==> config.mk <==
export PLATFORM = sky130hd
export DESIGN_NAME = adc_spi_reader_flat
export DESIGN_NICKNAME = d
export VERILOG_FILES = /design/src/rtl/adc_spi_reader_if.sv /design/src/rtl/adc_spi_reader.sv /design/src/flat_wrapper.sv
export SDC_FILE = /design/constraint.sdc
export NUM_CORES = 1
export LEC_CHECK = 0
export CORE_ASPECT_RATIO = 2
export CORE_MARGIN = 3
export CORE_UTILIZATION = 40
export DETAILED_ROUTE_END_ITERATION = 7
export GPL_TIMING_DRIVEN = 0
export PLACE_DENSITY_LB_ADDON = 0.05
export SYNTH_ARGS = -nofsm -noshare
export SYNTH_HDL_FRONTEND = slang
export SYNTH_SLANG_ARGS = --single-unit
export TNS_END_PERCENT = 1
==> constraint.sdc <==
create_clock -name aclk -period 2.96 [get_ports aclk]
set_input_delay 0.74 -clock aclk [delete_from_list [all_inputs] [get_ports aclk]]
set_output_delay 0.74 -clock aclk [all_outputs]
set_load 0.1 [all_outputs]
==> src/rtl/adc_spi_reader_if.sv <==
// adc_spi_reader_if: AXI4-Stream link carrying sign-extended ADC samples to the DMA.
//   tdata  [31:0] sample word
//   tvalid        sample present
//   tready        sink accepts the sample
//   tlast         final sample of a packet
// Modports: master (stream source), slave (stream sink).
interface adc_spi_reader_if;
    logic [31:0] tdata;
    logic        tvalid;
    logic        tready;
    logic        tlast;

    modport master (output tdata, output tvalid, output tlast, input tready);
    modport slave  (input tdata, input tvalid, input tlast, output tready);
endinterface

==> src/rtl/adc_spi_reader.sv <==
// adc_spi_reader: on each trigger pulse, reads one DATA_WIDTH-bit conversion result MSB first
// from the ADC's SPI output and presents it sign-extended on an AXI4-Stream master, framing
// packets of PACKET_LEN samples with tlast.
// Ports:
//   aclk, aresetn  clock and asynchronous active-low reset
//   trigger        one-cycle pulse starting a readout (ignored and counted as a drop while busy)
//   sck            SPI clock to the ADC, idles low
//   sdo            SPI data from the ADC, already synchronous to aclk
//   m_axis         AXI4-Stream master (tdata/tvalid/tready/tlast)
//   last           one-cycle pulse the cycle after each tlast handshake
//   drop_count     saturating count of lost samples and ignored triggers
module adc_spi_reader #(
    parameter int unsigned DATA_WIDTH = 18,
    parameter int unsigned SCK_DIV    = 2,
    parameter int unsigned PACKET_LEN = 1024
) (
    input  logic                    aclk,
    input  logic                    aresetn,
    input  logic                    trigger,
    output logic                    sck,
    input  logic                    sdo,
    adc_spi_reader_if.master        m_axis,
    output logic                    last,
    output logic [15:0]             drop_count
);

    localparam int unsigned HalfW = (SCK_DIV > 1) ? $clog2(SCK_DIV) : 1;
    localparam int unsigned BitW  = $clog2(DATA_WIDTH + 1);
    localparam int unsigned PktW  = (PACKET_LEN > 1) ? $clog2(PACKET_LEN) : 1;

    typedef enum logic {StIdle, StShift} state_t;

    state_t                  r_state;
    logic                    r_sck;
    logic [HalfW-1:0]        r_half;
    logic [BitW-1:0]         r_bit;
    logic [DATA_WIDTH-1:0]   r_shift;
    logic [31:0]             r_tdata;
    logic                    r_tvalid;
    logic                    r_tlast;
    logic [PktW-1:0]         r_pkt;
    logic                    r_last;
    logic [15:0]             r_drop;

    logic                    w_half_end;
    logic                    w_done;
    logic                    w_hs;
    logic                    w_load;
    logic                    w_ovf;
    logic                    w_trig_drop;
    logic                    w_pkt_end;
    logic [PktW-1:0]         w_pkt_next;
    logic [31:0]             w_sext;
    logic [16:0]             w_drop_sum;
    logic [15:0]             w_drop_next;

    always_comb begin
        w_half_end  = (r_half == HalfW'(SCK_DIV - 1));
        // Readout ends at the close of the final low half-period, once every bit is sampled.
        w_done      = (r_state == StShift) && w_half_end && !r_sck &&
                      (r_bit == BitW'(DATA_WIDTH));
        w_hs        = r_tvalid && m_axis.tready;
        // A handshake on the transfer edge frees the single holding slot.
        w_load      = w_done && (!r_tvalid || w_hs);
        w_ovf       = w_done && !w_load;
        w_trig_drop = trigger && (r_state == StShift);
        w_pkt_end   = (r_pkt == PktW'(PACKET_LEN - 1));
        w_pkt_next  = r_pkt;
        if (w_hs) begin
            w_pkt_next = w_pkt_end ? '0 : r_pkt + PktW'(1);
        end
        w_sext      = 32'($signed(r_shift));
        // Both drop sources can fire on the same edge.
        w_drop_sum  = {1'b0, r_drop} + 17'(w_trig_drop) + 17'(w_ovf);
        w_drop_next = w_drop_sum[16] ? 16'hFFFF : w_drop_sum[15:0];
    end

    always_ff @(posedge aclk or negedge aresetn) begin
        if (!aresetn) begin
            r_state  <= StIdle;
            r_sck    <= 1'b0;
            r_half   <= '0;
            r_bit    <= '0;
            r_shift  <= '0;
            r_tdata  <= '0;
            r_tvalid <= 1'b0;
            r_tlast  <= 1'b0;
            r_pkt    <= '0;
            r_last   <= 1'b0;
            r_drop   <= '0;
        end else begin
            r_last <= w_hs && r_tlast;
            r_drop <= w_drop_next;
            r_pkt  <= w_pkt_next;

            if (w_load) begin
                r_tdata  <= w_sext;
                r_tvalid <= 1'b1;
                // tlast reflects the position this sample will occupy once presented.
                r_tlast  <= (w_pkt_next == PktW'(PACKET_LEN - 1));
            end else if (w_hs) begin
                r_tvalid <= 1'b0;
                r_tlast  <= 1'b0;
            end

            case (r_state)
                StIdle: begin
                    if (trigger) begin
                        r_state <= StShift;
                        r_sck   <= 1'b1;
                        r_half  <= '0;
                        r_bit   <= '0;
                    end
                end
                StShift: begin
                    if (w_half_end) begin
                        r_half <= '0;
                        if (r_sck) begin
                            // Falling SCK edge: capture the bit the ADC is presenting.
                            r_sck   <= 1'b0;
                            r_shift <= {r_shift[DATA_WIDTH-2:0], sdo};
                            r_bit   <= r_bit + BitW'(1);
                        end else if (w_done) begin
                            r_state <= StIdle;
                        end else begin
                            r_sck <= 1'b1;
                        end
                    end else begin
                        r_half <= r_half + HalfW'(1);
                    end
                end
                default: begin
                    r_state <= StIdle;
                    r_sck   <= 1'b0;
                end
            endcase
        end
    end

    assign sck           = r_sck;
    assign m_axis.tdata  = r_tdata;
    assign m_axis.tvalid = r_tvalid;
    assign m_axis.tlast  = r_tlast;
    assign last          = r_last;
    assign drop_count    = r_drop;

endmodule

==> src/flat_wrapper.sv <==
// flat-port wrapper written by rule: the top's interface ports become plain ports
module adc_spi_reader_flat 
#(
    parameter int unsigned DATA_WIDTH = 18,
    parameter int unsigned SCK_DIV    = 2,
    parameter int unsigned PACKET_LEN = 1024
)
  (aclk, aresetn, trigger, sck, sdo, last, drop_count, m_axis_tdata, m_axis_tvalid, m_axis_tlast, m_axis_tready);
  adc_spi_reader_if m_axis_i ();
  input  logic aclk;
  input  logic aresetn;
  input  logic trigger;
  output logic sck;
  input  logic sdo;
  output logic last;
  output logic [15:0] drop_count;
  output wire logic [$bits(m_axis_i.tdata)-1:0] m_axis_tdata;
  output wire logic [$bits(m_axis_i.tvalid)-1:0] m_axis_tvalid;
  output wire logic [$bits(m_axis_i.tlast)-1:0] m_axis_tlast;
  input wire logic [$bits(m_axis_i.tready)-1:0] m_axis_tready;
  assign m_axis_tdata = m_axis_i.tdata;
  assign m_axis_tvalid = m_axis_i.tvalid;
  assign m_axis_tlast = m_axis_i.tlast;
  assign m_axis_i.tready = m_axis_tready;
  adc_spi_reader #(.DATA_WIDTH(DATA_WIDTH), .SCK_DIV(SCK_DIV), .PACKET_LEN(PACKET_LEN)) u_core (.aclk(aclk), .aresetn(aresetn), .trigger(trigger), .sck(sck), .sdo(sdo), .m_axis(m_axis_i), .last(last), .drop_count(drop_count));
endmodule
==> run_results.csv, run 1 <==
group,metric,value,unit
run_status,outcome,"finished, final reports clean",
synth,syn-num-nets,324,
die,dieHeight,135,um
timing,tightest_slew,0.979,ns
run,cap_viol_max_count,0,
synth,ys_seq_elements,73,
timing,maxSlewViolCount,0,
finish,multi_input_area,0.00135,mm^2
synth,synth_top_family_by_area,"simple AND/OR/NAND/NOR gates",
timing,fin_crit_sh,92.3,%
worst_setup_path,criticalPathCategory,"reg2reg",
global_route,grt_pass1_wl,11600,um
worst_setup_path,critPathRequiredTime,3.21,ns
worst_setup_path,slowest_stage,"dfrtp_1",
finish,nFillCells,734,
route,wl,6690,um
clock_tree,cts.sinks,73,
timing,tns,0,ns
global_route,grt_pass1_vias,2525,
finish,nets,393,
synth,synth_cells,314,
worst_setup_path,worstPathArrival,2.98,ns
synth,mappedNetlistArea,0.00333,mm^2
power_and_ir_drop,leakagePower,2.12,nW
route,vias_per_cell,5.07,
worst_setup_path,crit_family,"simple AND/OR/NAND/NOR gates",
global_route,antenna_found_initial,0,
timing,final-hold-violation-count,0,
worst_setup_path,end_kind,"flop",
placed_design,place_congestion,0.721,
clock_tree,clock_latency,0.33,ns
worst_setup_path,crit_end,"u_core.drop_count[4]",
route,routed.top_layer,"met4",
global_route,overflow,0,
worst_setup_path,cp_max_fo,10,
die,core_region_area,0.00800,mm^2
placed_design,dp_hpwl,4710,um
die,die_area,0.00953,mm^2
route,met2_length,3610,um
die,fp.dieW,70.6,um
worst_setup_path,reg2regPathDepth,13,
finish,register_area,0.00183,mm^2
finish,final_cells,484,
worst_setup_path,crit_path_start,"u_core.r_bit[0]",
timing,fin_skew,0.00447,ns
synth,ys_warn_count,0,
timing,fmax,366,MHz
worst_setup_path,reg2reg_setup_slack,0.23,ns
global_route,track_usage,15.4,%
timing,period_minus_slack,2.73,ns
route,wire_per_inst,13.8,um
worst_setup_path,path_cells,"inv_1 -> ha_2 -> nand4bb_4 -> or3_4 -> nor2_2 -> fa_2 -> ha_4 -> and4_4 -> and4_1 -> buf_4 -> nand3_2 -> buf_6 -> o21ai_0",
die,start_util,41.7,%
synth,synthXorXnorAreaFrac,4.20,%
synth,ys_types,40,
power_and_ir_drop,power_density,955,mW/mm^2
worst_setup_path,cp_num_buf_inv,3,
worst_setup_path,slowest_delay,0.40,ns
timing,finalSetupViolCount,0,
clock_tree,clk_path_buf_depth,2,
synth,synth-seq-area-share,54.8,%
timing,holdWs,0.288,ns
placed_design,placed_area,0.00403,mm^2
placed_design,port_buffers,55,
route,routed-wl-met3,270,um
finish,drive_above_1_share,21.9,%
route,postRouteAntennaNets,0,
worst_setup_path,r2r-start,"u_core.r_bit[0]",
finish,areaGrowthSynthToFinish,31.0,%
route,drc,0,
synth,avgSynthCellArea,10.6,um^2
synth,synthSimpleGateAreaFrac,21.2,%
worst_setup_path,r2r-end,"u_core.drop_count[4]",
timing,max_slew_margin,34.5,%
synth,synth_compound_area_share,4.84,%
die,io_pins,57,
clock_tree,tritoncts,"yes",
global_route,grt_max_degree,57,
finish,finalInstanceArea,0.00437,mm^2
clock_tree,htreeDepth,3,
clock_tree,cts_hold_buf,0,
die,rows,46,
clock_tree,cts_buffers,9,
worst_setup_path,cp-start-kind,"flop",
placed_design,placed_cells,466,
clock_tree,root_buffer,"clkbuf_16",
finish,fin_util,54.6,%
power_and_ir_drop,vdd_drop_max,0.613,mV
route,vias,2453,
synth,synth_mux_area_share,7.02,%
finish,antennaDiodeCount,0,
route,dr.pass1.iters,4,
min_path,hold_path_class,"in2async",
route,wl_met1,2650,um
clock_tree,clkSlewWorstSetupHoldPaths,0.06,ns
timing,rsz0062_at_grt,"false",
route,drtIter0Drc,108,
synth,synth-adder-area-share,2.10,%
worst_setup_path,crit_cells,13,
[cell usage in the layout (no fill, tap or decap), types with 2 or more instances in the layout]
cell,count
nand2_1,77
dfrtp_1,72
clkdlybuf4s50_1,39
buf_4,31
mux2_2,19
nand3_1,15
xor2_1,11
nor2_1,9
clkbuf_16,9
nand4_1,8
o21ai_0,8
nor3_1,6
xnor2_1,5
a21oi_1,5
nand2b_1,5
a31oi_1,5
buf_2,4
inv_1,4
and3_1,4
or3_1,3
and4_1,3
clkbuf_1,3
clkinv_2,3
nor4_1,2
o21a_1,2
nand3b_1,2
and2_1,2
buf_6,2
o31ai_1,2
mux2i_1,2
ha_1,2
bufinv_16,2
[state kept, by name, indices dropped and copies added, names as in the netlist]
signal                count
u_core.m_axis.tdata      18
u_core.r_bit              5
u_core.r_half             1
u_core.drop_count        16
u_core.m_axis.tlast       1
u_core.last               1
u_core.sck                1
u_core.m_axis.tvalid      1
u_core.r_pkt             10
u_core.r_state            1
u_core.r_shift           18
[worst min path at each step]
stage                           endpoint  slack [ns]  depth (start not counted)
floorplan           u_core.drop_count[0]        0.44                          0
global placement      u_core.r_shift[17]        0.46                          2
detailed placement    u_core.r_shift[17]        0.46                          2
CTS                      u_core.r_pkt[3]        0.28                          1
global route             u_core.r_pkt[7]        0.29                          1
finish                   u_core.r_pkt[3]        0.29                          1
[metrics by stage]
| stage | worst slack (ns) | total power, W |
|---|---|---|
| 2_1_floorplan | 0.0346 | 0.00262 |
| 4_1_cts | 0.00365 | 0.00419 |
| 5_1_grt | 0.0379 | 0.00439 |
| 3_5_place_dp | -0.395 | 0.00303 |
| 3_3_place_gp | -1.69 | 0.00300 |
| 6_report | 0.227 | 0.00417 |
[logic make-up (layout without fill, tap and decap cells)]
logic type	count (synthesis)	in the layout
AOI/OAI and AO/OA	26	26
buffers and inverters	29	103
xor gates and xnor gates	16	16
and+or+nand+nor	144	144
muxes	21	21
adders and majority gates	5	5
DFF	73	73
[timing repair]
item | in CTS | in global routing
setup endpoints to repair | 28 | 13
pin swaps | 0 | 2
gates resized for setup | 22 | 5
setup buffers | 0 | 2
[worst register-to-register path, stage by stage, from the launching register on]
cell	delay, ns
dfrtp_1	0.40
inv_1	0.07
ha_2	0.19
nand4bb_4	0.14
or3_4	0.38
nor2_2	0.13
fa_2	0.24
ha_4	0.15
and4_4	0.26
and4_1	0.19
buf_4	0.14
nand3_2	0.12
buf_6	0.17
o21ai_0	0.07
[report_power, final]
group	total [W]	internal, W	switching (W)
logic	0.00156	0.000439	0.00112
clock network	0.00113	0.000733	0.000398
registers	0.00148	0.00124	0.000235
[cell type report]
cell class	instances	share of cell area, %
clock buffers	10	5.25
multi-input cells	212	30.8
clock inverters	6	1.89
inverters	4	0.344
flip-flops and latches	73	41.9
well taps	96	2.75
repair buffers	58	12.8
plain buffers	25	4.27
[synthesized netlist by cell type (all sizes together)]
master   count  share of area, %
inv          4              0.45
o31ai        2              0.45
a21oi        5              0.75
nor2b        1              0.19
nor4         2              0.38
nand4bb      1              0.83
o21ai        8               1.2
nand2b       5              0.94
nand3b       2              0.45
or3          4              0.79
o2111ai      1              0.26
xnor2        5               1.3
nand2       77               8.7
and2         2              0.38
o211ai       1              0.23
mux2        19               6.4
a31oi        5              0.94
nor2        10               1.1
nand3       16               2.4
or2          1              0.19
ha           4               1.5
nor3         6              0.90
o21a         2              0.45
fa           1              0.60
clkbuf       2              0.23
nor4b        1              0.71
and3         4              0.75
nand4        8               1.5
buf         23               5.1
dfrtp       73                55
a2bb2oi      1              0.26
mux2i        2              0.60
a21bo        1              0.30
xor2        11               2.9
and4         4               1.1
[metal layers]
metal | up-vias | global-route usage [%]
met2 | 48 | 27.1
met4 | 0 | 7.53
li1 | 1193 | -
met3 | 11 | 3.35
met1 | 1201 | 17.3
met5 | - | 0
Note: power is estimated with default switching activity, not from simulation.
==> inputs of run 2 (changes only) <==
- CAP_MARGIN: default -> 10
==> results of run 2 <==
The final DEF is identical to that of run 1; final timing and power are the same.
